File: config.mk
export PLATFORM = sky130hd
export DESIGN_NAME = lsu_hs
export DESIGN_NICKNAME = d
export VERILOG_FILES = /design/src/rtl/lsu_hs.sv
export SDC_FILE = /design/constraint.sdc
export NUM_CORES = 1
export LEC_CHECK = 0
export ABC_AREA = 0
export BUFFER_PORTS_ARGS = -buffer_cell sky130_fd_sc_hd__buf_2
export CAP_MARGIN = 10
export CORE_MARGIN = 2
export CORE_UTILIZATION = 48
export CTS_CLUSTER_DIAMETER = 60
export DETAILED_ROUTE_END_ITERATION = 7
export GPL_ROUTABILITY_DRIVEN = 0
export PLACE_DENSITY_LB_ADDON = 0.1
export SYNTH_ARGS = -nofsm -noshare
export SYNTH_HDL_FRONTEND = slang
export SYNTH_SLANG_ARGS = --single-unit
File: constraint.sdc
create_clock -name clk -period 2.7 [get_ports clk]
set_input_delay 0.54 -clock clk [delete_from_list [all_inputs] [get_ports clk]]
set_output_delay 0.54 -clock clk [all_outputs]
set_load 0.005 [all_outputs]
File: src/rtl/lsu_hs.sv
// Handshaked load/store unit: byte-lane alignment, sign/zero extension,
// misalignment detection and ack timeout in front of a req/ack SRAM and a peripheral bus.
module lsu_hs #(
  parameter int ADDR_W  = 16,
  parameter int TIMEOUT = 255
) (
  input  logic              clk,
  input  logic              rst,
  input  logic              req_valid,
  output logic              req_ready,
  input  logic              req_we,
  input  logic [ADDR_W-1:0] req_addr,
  input  logic [31:0]       req_wdata,
  input  logic [1:0]        req_size,
  input  logic              req_unsigned,
  output logic              resp_valid,
  output logic [31:0]       resp_rdata,
  output logic              resp_err,
  output logic              mem_req,
  output logic              mem_we,
  output logic [ADDR_W-3:0] mem_addr,
  output logic [31:0]       mem_wdata,
  output logic [3:0]        mem_bmask,
  input  logic              mem_ack,
  input  logic [31:0]       mem_rdata,
  output logic              peri_we,
  output logic [7:0]        peri_addr,
  output logic [31:0]       peri_wdata,
  output logic [3:0]        peri_bmask,
  input  logic [31:0]       peri_rdata
);

  localparam int CNT_W = $clog2(TIMEOUT + 1);

  localparam logic [1:0] IDLE     = 2'd0;
  localparam logic [1:0] MEM_WAIT = 2'd1;
  localparam logic [1:0] RESP     = 2'd2;

  logic [1:0]        state_q, state_d;
  logic [CNT_W-1:0]  cnt_q, cnt_d;
  logic              mem_req_q, mem_req_d;
  logic              mem_we_q, mem_we_d;
  logic [ADDR_W-3:0] mem_addr_q, mem_addr_d;
  logic [31:0]       mem_wdata_q, mem_wdata_d;
  logic [3:0]        mem_bmask_q, mem_bmask_d;
  logic [1:0]        off_q, off_d;
  logic [1:0]        size_q, size_d;
  logic              uns_q, uns_d;
  logic              resp_valid_q, resp_valid_d;
  logic              resp_err_q, resp_err_d;
  logic [31:0]       resp_rdata_q, resp_rdata_d;

  logic        misalign;
  logic        is_peri;
  logic        accept_peri;
  logic [31:0] lane_wdata;
  logic [3:0]  lane_bmask;

  function automatic logic [31:0] load_align(input logic [31:0] word, input logic [1:0] off,
                                             input logic [1:0] size, input logic uns);
    logic [31:0] sh;
    sh = word >> {off, 3'b000};
    case (size)
      2'b00:   return uns ? {24'b0, sh[7:0]} : {{24{sh[7]}}, sh[7:0]};
      2'b01:   return uns ? {16'b0, sh[15:0]} : {{16{sh[15]}}, sh[15:0]};
      default: return word;
    endcase
  endfunction

  assign misalign = (req_size == 2'b11) ||
                    (req_size == 2'b01 && req_addr[0]) ||
                    (req_size == 2'b10 && req_addr[1:0] != 2'b00);
  assign is_peri  = req_addr[ADDR_W-2];

  always_comb begin
    lane_wdata = req_wdata;
    lane_bmask = 4'b1111;
    case (req_size)
      2'b00: begin
        lane_wdata = {4{req_wdata[7:0]}};
        lane_bmask = 4'b0001 << req_addr[1:0];
      end
      2'b01: begin
        lane_wdata = {2{req_wdata[15:0]}};
        lane_bmask = 4'b0011 << {req_addr[1], 1'b0};
      end
      default: ;
    endcase
  end

  // Peripheral strobes are combinational in the accepting cycle and gated off during reset.
  assign accept_peri = rst && (state_q == IDLE) && req_valid && !misalign && is_peri;
  assign peri_we     = accept_peri && req_we;
  assign peri_addr   = accept_peri ? req_addr[7:0] : 8'h00;
  assign peri_wdata  = accept_peri ? lane_wdata : 32'h0;
  assign peri_bmask  = accept_peri ? lane_bmask : 4'h0;

  always_comb begin
    state_d      = state_q;
    cnt_d        = cnt_q;
    mem_req_d    = mem_req_q;
    mem_we_d     = mem_we_q;
    mem_addr_d   = mem_addr_q;
    mem_wdata_d  = mem_wdata_q;
    mem_bmask_d  = mem_bmask_q;
    off_d        = off_q;
    size_d       = size_q;
    uns_d        = uns_q;
    resp_valid_d = 1'b0;
    resp_err_d   = 1'b0;
    resp_rdata_d = 32'h0;
    case (state_q)
      IDLE: begin
        if (req_valid) begin
          if (misalign) begin
            state_d      = RESP;
            resp_valid_d = 1'b1;
            resp_err_d   = 1'b1;
          end else if (is_peri) begin
            state_d      = RESP;
            resp_valid_d = 1'b1;
            resp_rdata_d = req_we ? 32'h0
                                  : load_align(peri_rdata, req_addr[1:0], req_size, req_unsigned);
          end else begin
            state_d     = MEM_WAIT;
            cnt_d       = '0;
            mem_req_d   = 1'b1;
            mem_we_d    = req_we;
            mem_addr_d  = req_addr[ADDR_W-1:2];
            mem_wdata_d = lane_wdata;
            mem_bmask_d = lane_bmask;
            off_d       = req_addr[1:0];
            size_d      = req_size;
            uns_d       = req_unsigned;
          end
        end
      end
      MEM_WAIT: begin
        if (mem_ack) begin
          state_d      = RESP;
          mem_req_d    = 1'b0;
          resp_valid_d = 1'b1;
          resp_rdata_d = mem_we_q ? 32'h0 : load_align(mem_rdata, off_q, size_q, uns_q);
        end else if (cnt_q == CNT_W'(TIMEOUT)) begin
          state_d      = RESP;
          mem_req_d    = 1'b0;
          resp_valid_d = 1'b1;
          resp_err_d   = 1'b1;
        end else begin
          cnt_d = cnt_q + 1'b1;
        end
      end
      RESP:    state_d = IDLE;
      default: state_d = IDLE;
    endcase
  end

  always_ff @(posedge clk) begin
    if (!rst) begin
      state_q      <= IDLE;
      cnt_q        <= '0;
      mem_req_q    <= 1'b0;
      mem_we_q     <= 1'b0;
      mem_addr_q   <= '0;
      mem_wdata_q  <= 32'h0;
      mem_bmask_q  <= 4'h0;
      off_q        <= 2'b00;
      size_q       <= 2'b00;
      uns_q        <= 1'b0;
      resp_valid_q <= 1'b0;
      resp_err_q   <= 1'b0;
      resp_rdata_q <= 32'h0;
    end else begin
      state_q      <= state_d;
      cnt_q        <= cnt_d;
      mem_req_q    <= mem_req_d;
      mem_we_q     <= mem_we_d;
      mem_addr_q   <= mem_addr_d;
      mem_wdata_q  <= mem_wdata_d;
      mem_bmask_q  <= mem_bmask_d;
      off_q        <= off_d;
      size_q       <= size_d;
      uns_q        <= uns_d;
      resp_valid_q <= resp_valid_d;
      resp_err_q   <= resp_err_d;
      resp_rdata_q <= resp_rdata_d;
    end
  end

  assign req_ready  = (state_q == IDLE);
  assign resp_valid = resp_valid_q;
  assign resp_err   = resp_err_q;
  assign resp_rdata = resp_rdata_q;
  assign mem_req    = mem_req_q;
  assign mem_we     = mem_we_q;
  assign mem_addr   = mem_addr_q;
  assign mem_wdata  = mem_wdata_q;
  assign mem_bmask  = mem_bmask_q;

endmodule
==> results.toml <==
[die]
fp.dieW_um = 111
core-area_um2 = 11300
pin_count = 252
die_area_um2 = 12300
die_y_um = 111
rows = 39
initial_core_util_pct = 48.6

[cts]
post_cts_buffers = 0
cts_tree = "done"
cts.clk_slew.worst_paths_ns = 0.07
ctsHtreeMaxLevel = 3
cts_buffers = 9
clock_path_buffers = 2
worstSkewPairLatency_ns = 0.36
cts_root_buf = "clkbuf_16"
cts.sinks = 100

[pwr]
swShare_pct = 27.1
clkPwrFrac_pct = 39.8
peakVddDrop_mv = 0.408
powerDensity_nw_per_um2 = 501
p_leak_nw = 3.45
p_comb_share_pct = 16.8
power.switching_w = 0.000971
p_seq_share_pct = 43.3
internal_power_w = 0.00261

[placement]
placed_area_um2 = 6820
io_buffers = 250
dp_hpwl_mm = 14.1

[global_route]
grt_pass1_vias = 5693
grt.overflow.total = 0
grt_max_degree = 68
antenna_found_initial = 1
grt_pass1_wl_mm = 29.6
track_usage_pct = 29.9

[sta]
setup_violations = 0
slew_headroom_pct = 49.8
setup_tns_ns = 0
finalHoldViolCount = 0
drv_slew = 0
max_freq_mhz = 393
rsz0062_at_grt = "false"
post-route-min-period_ns = 2.54
clock_skew_ns = 0.00559
worst_pin_slew_ns = 0.751
fin_crit_sh_pct = 94.2
hold_slack_ns = 0.415

[logic_synthesis]
synth_top_area_share_pct = 36.5
async_flop_share_pct = 0
ys.flop_type = "dfxtp_1"
yosys_warnings = 0
synth_cell_type_count = 62
synth_nets = 799
ys_ff_latch = 100
synthTopCellsByArea = "dfxtp_1 (37%), nand2_1 (7.6%), mux2i_1 (6.0%), a21boi_0 (4.9%), nor2_1 (4.9%)"
syn-cell-area_um2 = 5480
synthCells = 678
avgSynthCellArea_um2 = 8.08
ys_seq_area_share_pct = 36.5
yosys.area.top_type = "dfxtp_1"
synth-edff-count = 0

[routing]
firstDrtPassIters = 5
totalWireLength_mm = 18.8
vias = 6071
dr.first_iter.drc_count = 518
drc = 0
final_antenna_net_count = 0
vias_per_cell = 5.78
wl_per_cell_um = 17.9

[worst_setup_path]
cp.arrival_ns = 2.00
max_stage_delay_ns = 0.37
required_ns = 2.16
worstPathCellList = "or2_4 -> clkinv_4 -> nand2_8 -> nor2_1 -> and3_1 -> buf_4 -> and2_1 -> buf_2"
cpMaxStageDelayCell = "dfxtp_2"
crit_type = "reg2out"
cp_top_family = "simple AND/OR/NAND/NOR gates"
endpoint_kind = "output pin"
path_buf_inv = 3
worst-path-max-fanout = 16
crit_path_start_kind = "register"

[flow_run]
maxCapViolCount = 0

[final_layout]
drive_gt1_share_pct = 34.6
area_growth_pct = 30.5
final_nets = 1023
fin_util_pct = 63.4
multi_input_area_um2 = 3190
fin_area_um2 = 7150
seq_area_um2 = 2000
n_fill_cell = 1040

[status]
status = "finished clean"

[hold_path]
hold_class = "in2reg"
==> layout by cell type, fill, tap and decap left out, types with 20 or more instances in the layout <==
cell	netlist	layout
a21oi_1	36	36
nor2_1	71	71
buf_2	14	250
nand2_1	111	111
mux2i_1	33	33
and2_1	26	26
a22oi_1	31	31
a21boi_0	36	36
dfxtp_1	100	99
o211a_1	20	20
o21ai_0	37	37
==> worst reg2reg max path, stage by stage (launching register included) <==
cell and delay, ns:
dfxtp_1 0.44, mux4_2 0.56, nand2b_1 0.10, a2111oi_1 0.08, a31oi_2 0.64, o21ai_0 0.26
==> cell type report <==
cell class                      instances  share of cell area, %
Multi-Input combinational cell        514                   44.7
Clock inverter                          6                   1.22
Timing Repair Buffer                  270                   19.8
Clock buffer                           10                   3.34
Inverter                                7                  0.437
Sequential cell                       100                   28.0
Tap cell                              143                   2.50
Antenna cell                            1                 0.0350
==> cell usage after synthesis, types with 7 or more instances <==
cell type  instances
o21ai_0           37
nand2_1          111
buf_2             14
a22oi_1           31
mux2_2            10
o22ai_1           15
nor2_1            71
and2_1            26
o221ai_1           7
clkbuf_1          31
mux2i_1           33
a21boi_0          36
nand3_1            7
dfxtp_1          100
a21oi_1           36
o211a_1           20
==> registers in the layout, summed over array words and instances (netlist names), 2 cells and up <==
name and flops:
size_q 2, off_q 2, state_q 2, resp_rdata 32, mem_wdata 32, mem_bmask 4
cnt_q 8, mem_addr 13
==> stage by stage <==
stage	setup slack, ns	instances	power (W)
3_3_place_gp	0.343	1034	0.00217
5_1_grt	0.0493	1050	0.00372
3_5_place_dp	0.226	1034	0.00218
4_1_cts	0.0934	1050	0.00360
2_1_floorplan	0.395	678	0.00191
6_report	0.155	1051	0.00358
==> kinds of logic (layout without fill, tap and decap cells) <==
logic type	count (synthesis)	in the layout	synth area share, %
AO/OA/AOI/OAI	212	212	26.9
XOR/XNOR	4	4	0.639
adder cells (fa/ha/maj)	1	1	0.228
buffers and inverters	64	293	5.30
flip-flops	100	100	36.5
multiplexers	44	44	8.49
other	1	2	0.0684
AND/OR/NAND/NOR	252	252	21.8
==> repair_timing <==
action / 4_1_cts / 5_1_grt
endpoints found under the setup margin: 0 / 3
endpoints found under the hold margin: 0 / 0
hold buffers: 0 / 0
gates resized for setup: 0 / 1
==> metal layers <==
metal / vias to the layer above / track usage [%] / wire length [um]
li1: 2850 / - / -
met1: 2801 / 34.3 / 7130
met2: 359 / 51.2 / 9060
met3: 61 / 8.64 / 1900
met4: 0 / 14.2 / 708
met5: - / 0 / 0
==> power by group through the flow <==
stage | clock network (W) | registers (W) | logic [W]
final | 0.00143 | 0.00155 | 0.000603
after global routing | 0.00150 | 0.00156 | 0.000657
after floorplan | 0 | 0.00158 | 0.000326
after detailed placement | 0 | 0.00159 | 0.000595
after CTS | 0.00145 | 0.00155 | 0.000598
after global placement | 0 | 0.00158 | 0.000582
==> worst paths after layout <==
kind | startpoint | endpoint | slack, ns | cells after the start
max | state_q[1]$_SDFFE_PN0P_ | peri_addr[0] | 0.16 | 8
min | mem_rdata[8] | resp_rdata[8]$_SDFF_PN0_ | 0.42 | 3
max reg2reg | off_q[1]$_SDFFE_PN0P_ | resp_rdata[24]$_SDFF_PN0_ | 0.44 | 5
min reg2reg | mem_req$_SDFFE_PN0P_ | mem_req$_SDFFE_PN0P_ | 0.44 | 2
Note: power is estimated with default switching activity, not from simulation.
